`src/rtl/uart_frame_scheduler.sv`:
```
// Frames telemetry and heartbeat packets onto a single byte-wide uart_tx,
// arbitrating the two requesters round-robin.
module uart_frame_scheduler #(
  parameter int unsigned HB_PERIOD = 50_000_000,
  parameter logic [7:0]  HDR_BYTE  = 8'hA5
) (
  input  logic       clk50mhz,
  input  logic       reset,
  input  logic       tlm_valid,
  input  logic [7:0] tlm_y,
  input  logic [7:0] tlm_x,
  input  logic [7:0] tlm_vy,
  input  logic [7:0] tlm_vx,
  input  logic [7:0] hb_status,
  input  logic       tx_busy,
  output logic       tx_start,
  output logic [7:0] tx_data,
  output logic       frame_active,
  output logic       frame_done,
  output logic [1:0] frame_type,
  output logic [7:0] tlm_overrun,
  output logic [1:0] dbg_state
);

  localparam int HB_W = (HB_PERIOD > 1) ? $clog2(HB_PERIOD) : 1;
  localparam logic [HB_W-1:0] HB_LAST = HB_W'(HB_PERIOD - 1);

  typedef enum logic [1:0] {S_IDLE, S_ISSUE, S_ACK, S_DRAIN} state_t;

  state_t    r_state, w_state_next;
  logic      r_tlm_pending, r_hb_pending, r_last_hb;
  logic [7:0] r_buf_y, r_buf_x, r_buf_vy, r_buf_vx;
  logic [7:0] r_sh_y, r_sh_x, r_sh_vy, r_sh_vx, r_sh_status;
  logic [2:0] r_idx;
  logic [7:0] r_ck;
  logic [HB_W-1:0] r_hb_cnt;
  logic      r_tx_start, r_frame_active, r_frame_done;
  logic [7:0] r_tx_data, r_overrun;
  logic [1:0] r_frame_type;

  logic      w_grant_tlm, w_grant_hb, w_issue, w_advance, w_finish;
  logic      w_hb_tc, w_is_last;
  logic [7:0] w_cur_byte;

  assign w_hb_tc   = (r_hb_cnt == HB_LAST);
  assign w_is_last = (r_idx == ((r_frame_type == 2'b01) ? 3'd6 : 3'd3));

  always_comb begin
    w_cur_byte = HDR_BYTE;
    if (r_frame_type == 2'b01) begin
      case (r_idx)
        3'd0:    w_cur_byte = HDR_BYTE;
        3'd1:    w_cur_byte = 8'h01;
        3'd2:    w_cur_byte = r_sh_y;
        3'd3:    w_cur_byte = r_sh_x;
        3'd4:    w_cur_byte = r_sh_vy;
        3'd5:    w_cur_byte = r_sh_vx;
        default: w_cur_byte = r_ck;
      endcase
    end else begin
      case (r_idx)
        3'd0:    w_cur_byte = HDR_BYTE;
        3'd1:    w_cur_byte = 8'h02;
        3'd2:    w_cur_byte = r_sh_status;
        default: w_cur_byte = r_ck;
      endcase
    end
  end

  // uart_tx handshake: tx_start is a one-cycle request issued only when
  // tx_busy is low; tx_busy rising acknowledges it and tx_busy falling
  // means the byte has left, after which the next byte may be requested.
  // Grants wait for an idle uart so the freshest telemetry is shadowed.
  always_comb begin
    w_state_next = r_state;
    w_grant_tlm  = 1'b0;
    w_grant_hb   = 1'b0;
    w_issue      = 1'b0;
    w_advance    = 1'b0;
    w_finish     = 1'b0;
    case (r_state)
      S_IDLE: begin
        if (!tx_busy) begin
          if (r_tlm_pending && r_hb_pending) begin
            w_grant_tlm = r_last_hb;
            w_grant_hb  = !r_last_hb;
          end else begin
            w_grant_tlm = r_tlm_pending;
            w_grant_hb  = r_hb_pending;
          end
          if (w_grant_tlm || w_grant_hb) w_state_next = S_ISSUE;
        end
      end
      S_ISSUE: begin
        if (!tx_busy) begin
          w_issue      = 1'b1;
          w_state_next = S_ACK;
        end
      end
      S_ACK: begin
        if (tx_busy) w_state_next = S_DRAIN;
      end
      S_DRAIN: begin
        if (!tx_busy) begin
          if (w_is_last) begin
            w_finish     = 1'b1;
            w_state_next = S_IDLE;
          end else begin
            w_advance    = 1'b1;
            w_state_next = S_ISSUE;
          end
        end
      end
      default: w_state_next = S_IDLE;
    endcase
  end

  always_ff @(posedge clk50mhz or posedge reset) begin
    if (reset) r_state <= S_IDLE;
    else       r_state <= w_state_next;
  end

  always_ff @(posedge clk50mhz or posedge reset) begin
    if (reset) begin
      r_tlm_pending  <= 1'b0;
      r_hb_pending   <= 1'b0;
      r_last_hb      <= 1'b1;
      r_buf_y        <= 8'd0;
      r_buf_x        <= 8'd0;
      r_buf_vy       <= 8'd0;
      r_buf_vx       <= 8'd0;
      r_sh_y         <= 8'd0;
      r_sh_x         <= 8'd0;
      r_sh_vy        <= 8'd0;
      r_sh_vx        <= 8'd0;
      r_sh_status    <= 8'd0;
      r_idx          <= 3'd0;
      r_ck           <= 8'd0;
      r_hb_cnt       <= '0;
      r_tx_start     <= 1'b0;
      r_tx_data      <= 8'd0;
      r_frame_active <= 1'b0;
      r_frame_done   <= 1'b0;
      r_frame_type   <= 2'b00;
      r_overrun      <= 8'd0;
    end else begin
      r_tx_start   <= w_issue;
      r_frame_done <= w_finish;
      if (w_issue) begin
        r_tx_data <= w_cur_byte;
        if (r_idx != 3'd0 && !w_is_last) r_ck <= r_ck + w_cur_byte;
      end
      if (w_advance) r_idx <= r_idx + 3'd1;
      if (w_finish) begin
        r_frame_active <= 1'b0;
        r_frame_type   <= 2'b00;
      end
      if (w_grant_tlm || w_grant_hb) begin
        r_frame_active <= 1'b1;
        r_frame_type   <= w_grant_tlm ? 2'b01 : 2'b10;
        r_idx          <= 3'd0;
        r_ck           <= 8'd0;
        r_last_hb      <= w_grant_hb;
      end
      if (w_grant_tlm) begin
        r_sh_y  <= r_buf_y;
        r_sh_x  <= r_buf_x;
        r_sh_vy <= r_buf_vy;
        r_sh_vx <= r_buf_vx;
      end
      if (w_grant_hb) r_sh_status <= hb_status;
      // A pulse coinciding with a grant refills the buffer without counting as an overrun.
      if (tlm_valid) begin
        r_buf_y       <= tlm_y;
        r_buf_x       <= tlm_x;
        r_buf_vy      <= tlm_vy;
        r_buf_vx      <= tlm_vx;
        r_tlm_pending <= 1'b1;
        if (r_tlm_pending && !w_grant_tlm && r_overrun != 8'hFF)
          r_overrun <= r_overrun + 8'd1;
      end else if (w_grant_tlm) begin
        r_tlm_pending <= 1'b0;
      end
      r_hb_cnt <= w_hb_tc ? '0 : r_hb_cnt + HB_W'(1);
      if (w_hb_tc)         r_hb_pending <= 1'b1;
      else if (w_grant_hb) r_hb_pending <= 1'b0;
    end
  end

  assign tx_start     = r_tx_start;
  assign tx_data      = r_tx_data;
  assign frame_active = r_frame_active;
  assign frame_done   = r_frame_done;
  assign frame_type   = r_frame_type;
  assign tlm_overrun  = r_overrun;
  assign dbg_state    = r_state;

endmodule

```
`config.mk`:
```
export PLATFORM = sky130hd
export DESIGN_NAME = uart_frame_scheduler
export DESIGN_NICKNAME = d
export VERILOG_FILES = /design/src/rtl/uart_frame_scheduler.sv
export SDC_FILE = /design/constraint.sdc
export NUM_CORES = 1
export LEC_CHECK = 0
export CORE_MARGIN = 4
export CORE_UTILIZATION = 60
export DETAILED_ROUTE_END_ITERATION = 10
export PLACE_DENSITY = 0.84
export SLEW_MARGIN = 20
export SYNTH_ARGS = -nofsm -noshare
export SYNTH_HDL_FRONTEND = slang
export SYNTH_SLANG_ARGS = --single-unit
```
`constraint.sdc`:
```
create_clock -name clk50mhz -period 9.9 [get_ports clk50mhz]
set_input_delay 0.99 -clock clk50mhz [delete_from_list [all_inputs] [get_ports clk50mhz]]
set_output_delay 0.99 -clock clk50mhz [all_outputs]
set_load 0.05 [all_outputs]
```
==> results.ini <==
[sta]
setup_ws_ns=5.836
rsz0062_at_grt=false
setup_violations=0
hold_violations=0
relSlewSlack=0.4076
finClkSkew_ns=0.006392
worstMarginPinSlew_ns=0.8867
tns_ns=0
period_needed_ns=4.064
slew_violations=0
fmax_ghz=0.2461
finalCritPeriodShare=0.4105

[layout]
layout.filler_cells=702
nets=739
drive_gt1_frac=0.1424
fin_cells=824
syn2layout_area_growth_pct=22.08
fin_util=0.7551
antenna_cells=0

[place]
hpwl_um=9893
gp_congestion=0.8479
place_ws_ns=5.860
placed_cells_incl_taps=792
portBuffers=66

[detailed_routing]
wire_per_inst_um=17.43
drc=0
via_per_inst=5.860
ant_nets=0
drt_iter0_markers=276
wl_um=14370
vias=4829
first_pass_iters=5

[synthesis]
ys_ff_latch=135
synth_top_cell_by_area=dfrtp_1
yosysTopAreaCellShare=0.5228
ys_async_sr_fraction=1.000
syn_nets=675
yosysUniqueCellTypes=62
ys_warn_count=0
ys_top_cells_by_area=dfrtp_1 52%, mux2_2 8.1%, nand2_1 7.8%
yosysSeqAreaShare=0.5269
synth_edf_count=0
synth_area_um2=6414
netlist_top_cells_count=134 x dfrtp_1, 134 x nand2_1, 46 x mux2_2
synth-main-ff-cell=dfrtp_1
syn_inst=611
syn-mean-instance-area_um2=10.50

[global_route]
grt_usage=0.2431
grt_max_degree=70
antenna_found_initial=0
grt_pass1_wl_um=24290
grt_overflow_total=0
grt_pass1_vias=5031

[floorplanning]
rows=37
die_height_um=111.4
initial_utilization=0.6185
ios=67
die_area_um2=12410
core-area_um2=10370
die_x_um=111.4

[power]
p_leak_nw=3.650
vdd_ir_drop_max_mv=0.1675
power.density_nw_per_um2=306.4

[worst_setup_path]
start_kind=register
r2r_slack_ns=5.84
crit_path_end_kind=register
r2r_end=r_ck[6]$_DFFE_PP0P_
required_ns=10.33
reg2reg_depth=14
path_max_fanout=13
crit_type=register to register
critPathArrivalTime_ns=4.49
r2r_start=r_idx[0]$_DFFE_PP0P_

[clock_network]
post_cts_resized=0
clkSinkCount=135
clock_latency_ns=0.53
cts_hold_buffers=0
clockRootBuffer=clkbuf_8
cts_tree=done
htreeDepth=4
clkTransAtPathRegs_ns=0.06
cts_setup_buffers=0
cts_buffers=17
clk_path_buf_depth=2

[run_status]
status=finished, final reports clean

[min_path]
hold_path_class=register to register
min_to=r_hb_cnt[0]$_DFF_PP0_
worstHoldStart=r_hb_cnt[0]$_DFF_PP0_
whs_path_depth=1

[job]
drv_cap=0

-- cell families (layout without fill, tap and decap cells) --
family                     after synthesis  count (layout)  share of synthesized area
muxes                                   51              51                    0.08857
adders and majority gates               20              20                    0.04019
DFF                                    135             135                     0.5269
buffers and inverters                   40             117                    0.02751
and+or+nand+nor                        248             248                     0.1797
xor gates and xnor gates                34              34                    0.04643
AOI/OAI and AO/OA                       83              83                    0.09071
-- flip-flops by register name (all words and copies together) (netlist names), 8 cells and up --
name and flops:
r_hb_cnt 26, r_sh_vy 8, r_sh_status 8, r_sh_y 8, r_ck 8, r_buf_vy 8, r_sh_x 8, tlm_overrun 8
r_sh_vx 8, r_buf_vx 8, r_buf_y 8, tx_data 8, r_buf_x 8
-- cell usage in the layout (no fill, tap or decap), types with 5 or more instances in the layout --
cell               n
mux2i_1            5
a21o_1             5
o21a_1             5
and3_1            13
xor2_1            15
dfrtp_1          134
nor2_1            41
ha_1              19
mux2_2            46
nand4_1            8
a21oi_1           22
clkdlybuf4s50_1   66
inv_1             14
bufinv_16          6
o21ai_0           14
nand2_1          134
nand3_1           13
clkbuf_16         16
nor2b_1            7
nand2b_1           5
xnor2_1           19
-- worst max-delay path, stage by stage, from the launching register on --
cell and delay (ns):
dfrtp_1 0.45, inv_1 0.12, ha_1 0.44, nor2b_1 0.65, a221oi_1 0.28, o21a_1 0.24, a221oi_2 0.24, inv_1 0.10
fa_1 0.44, nor2b_1 0.11, o21ai_0 0.10, a21boi_0 0.26, o21ai_0 0.14, nor4bb_1 0.15, nor3_1 0.23
-- worst max path at each step --
stage / from / end / depth (start not counted)
detailed placement: r_idx[0]$_DFFE_PP0P_ / r_ck[6]$_DFFE_PP0P_ / 14
finish: r_idx[0]$_DFFE_PP0P_ / r_ck[6]$_DFFE_PP0P_ / 14
global placement: r_idx[0]$_DFFE_PP0P_ / r_ck[6]$_DFFE_PP0P_ / 14
floorplan: reset / dbg_state[0]$_DFFE_PP0P_ / 1
CTS: r_idx[0]$_DFFE_PP0P_ / r_ck[6]$_DFFE_PP0P_ / 14
global route: r_idx[0]$_DFFE_PP0P_ / r_ck[6]$_DFFE_PP0P_ / 14
-- power breakdown --
part / switching [W] / internal, W
clock network: 0.000234 / 0.000480
logic: 0.000541 / 0.000346
registers: 0.000115 / 0.000682
-- metrics by stage --
stage / hold slack (ns) / instance area [um2] / power (W)
after floorplan: 0.4226 / 6414 / 0.001429
after global placement: 0.4389 / 7153 / 0.001643
after detailed placement: 0.4448 / 7153 / 0.001678
after CTS: 0.4579 / 7826 / 0.002399
after global routing: 0.4888 / 7830 / 0.002533
final: 0.4545 / 7830 / 0.002399
-- layer usage --
layer	share of wire	vias to the layer above	global-route usage
met5	0	-	0
met4	0.024	0	0.1054
met3	0.044	26	0.04837
met2	0.51	138	0.4101
met1	0.42	2443	0.3067
li1	-	2222	-
-- layout make-up --
cell class / instances / area (um2) / area share
Multi-Input combinational cell: 436 / 2861 / 0.3655
Tap cell: 136 / 170.2 / 0.02173
Clock buffer: 20 / 455.4 / 0.05817
Clock inverter: 12 / 217.7 / 0.02780
Inverter: 16 / 62.56 / 0.007990
Sequential cell: 135 / 3379 / 0.4316
Timing Repair Buffer: 69 / 683.2 / 0.08725
Power figures use the tool's default switching activity.
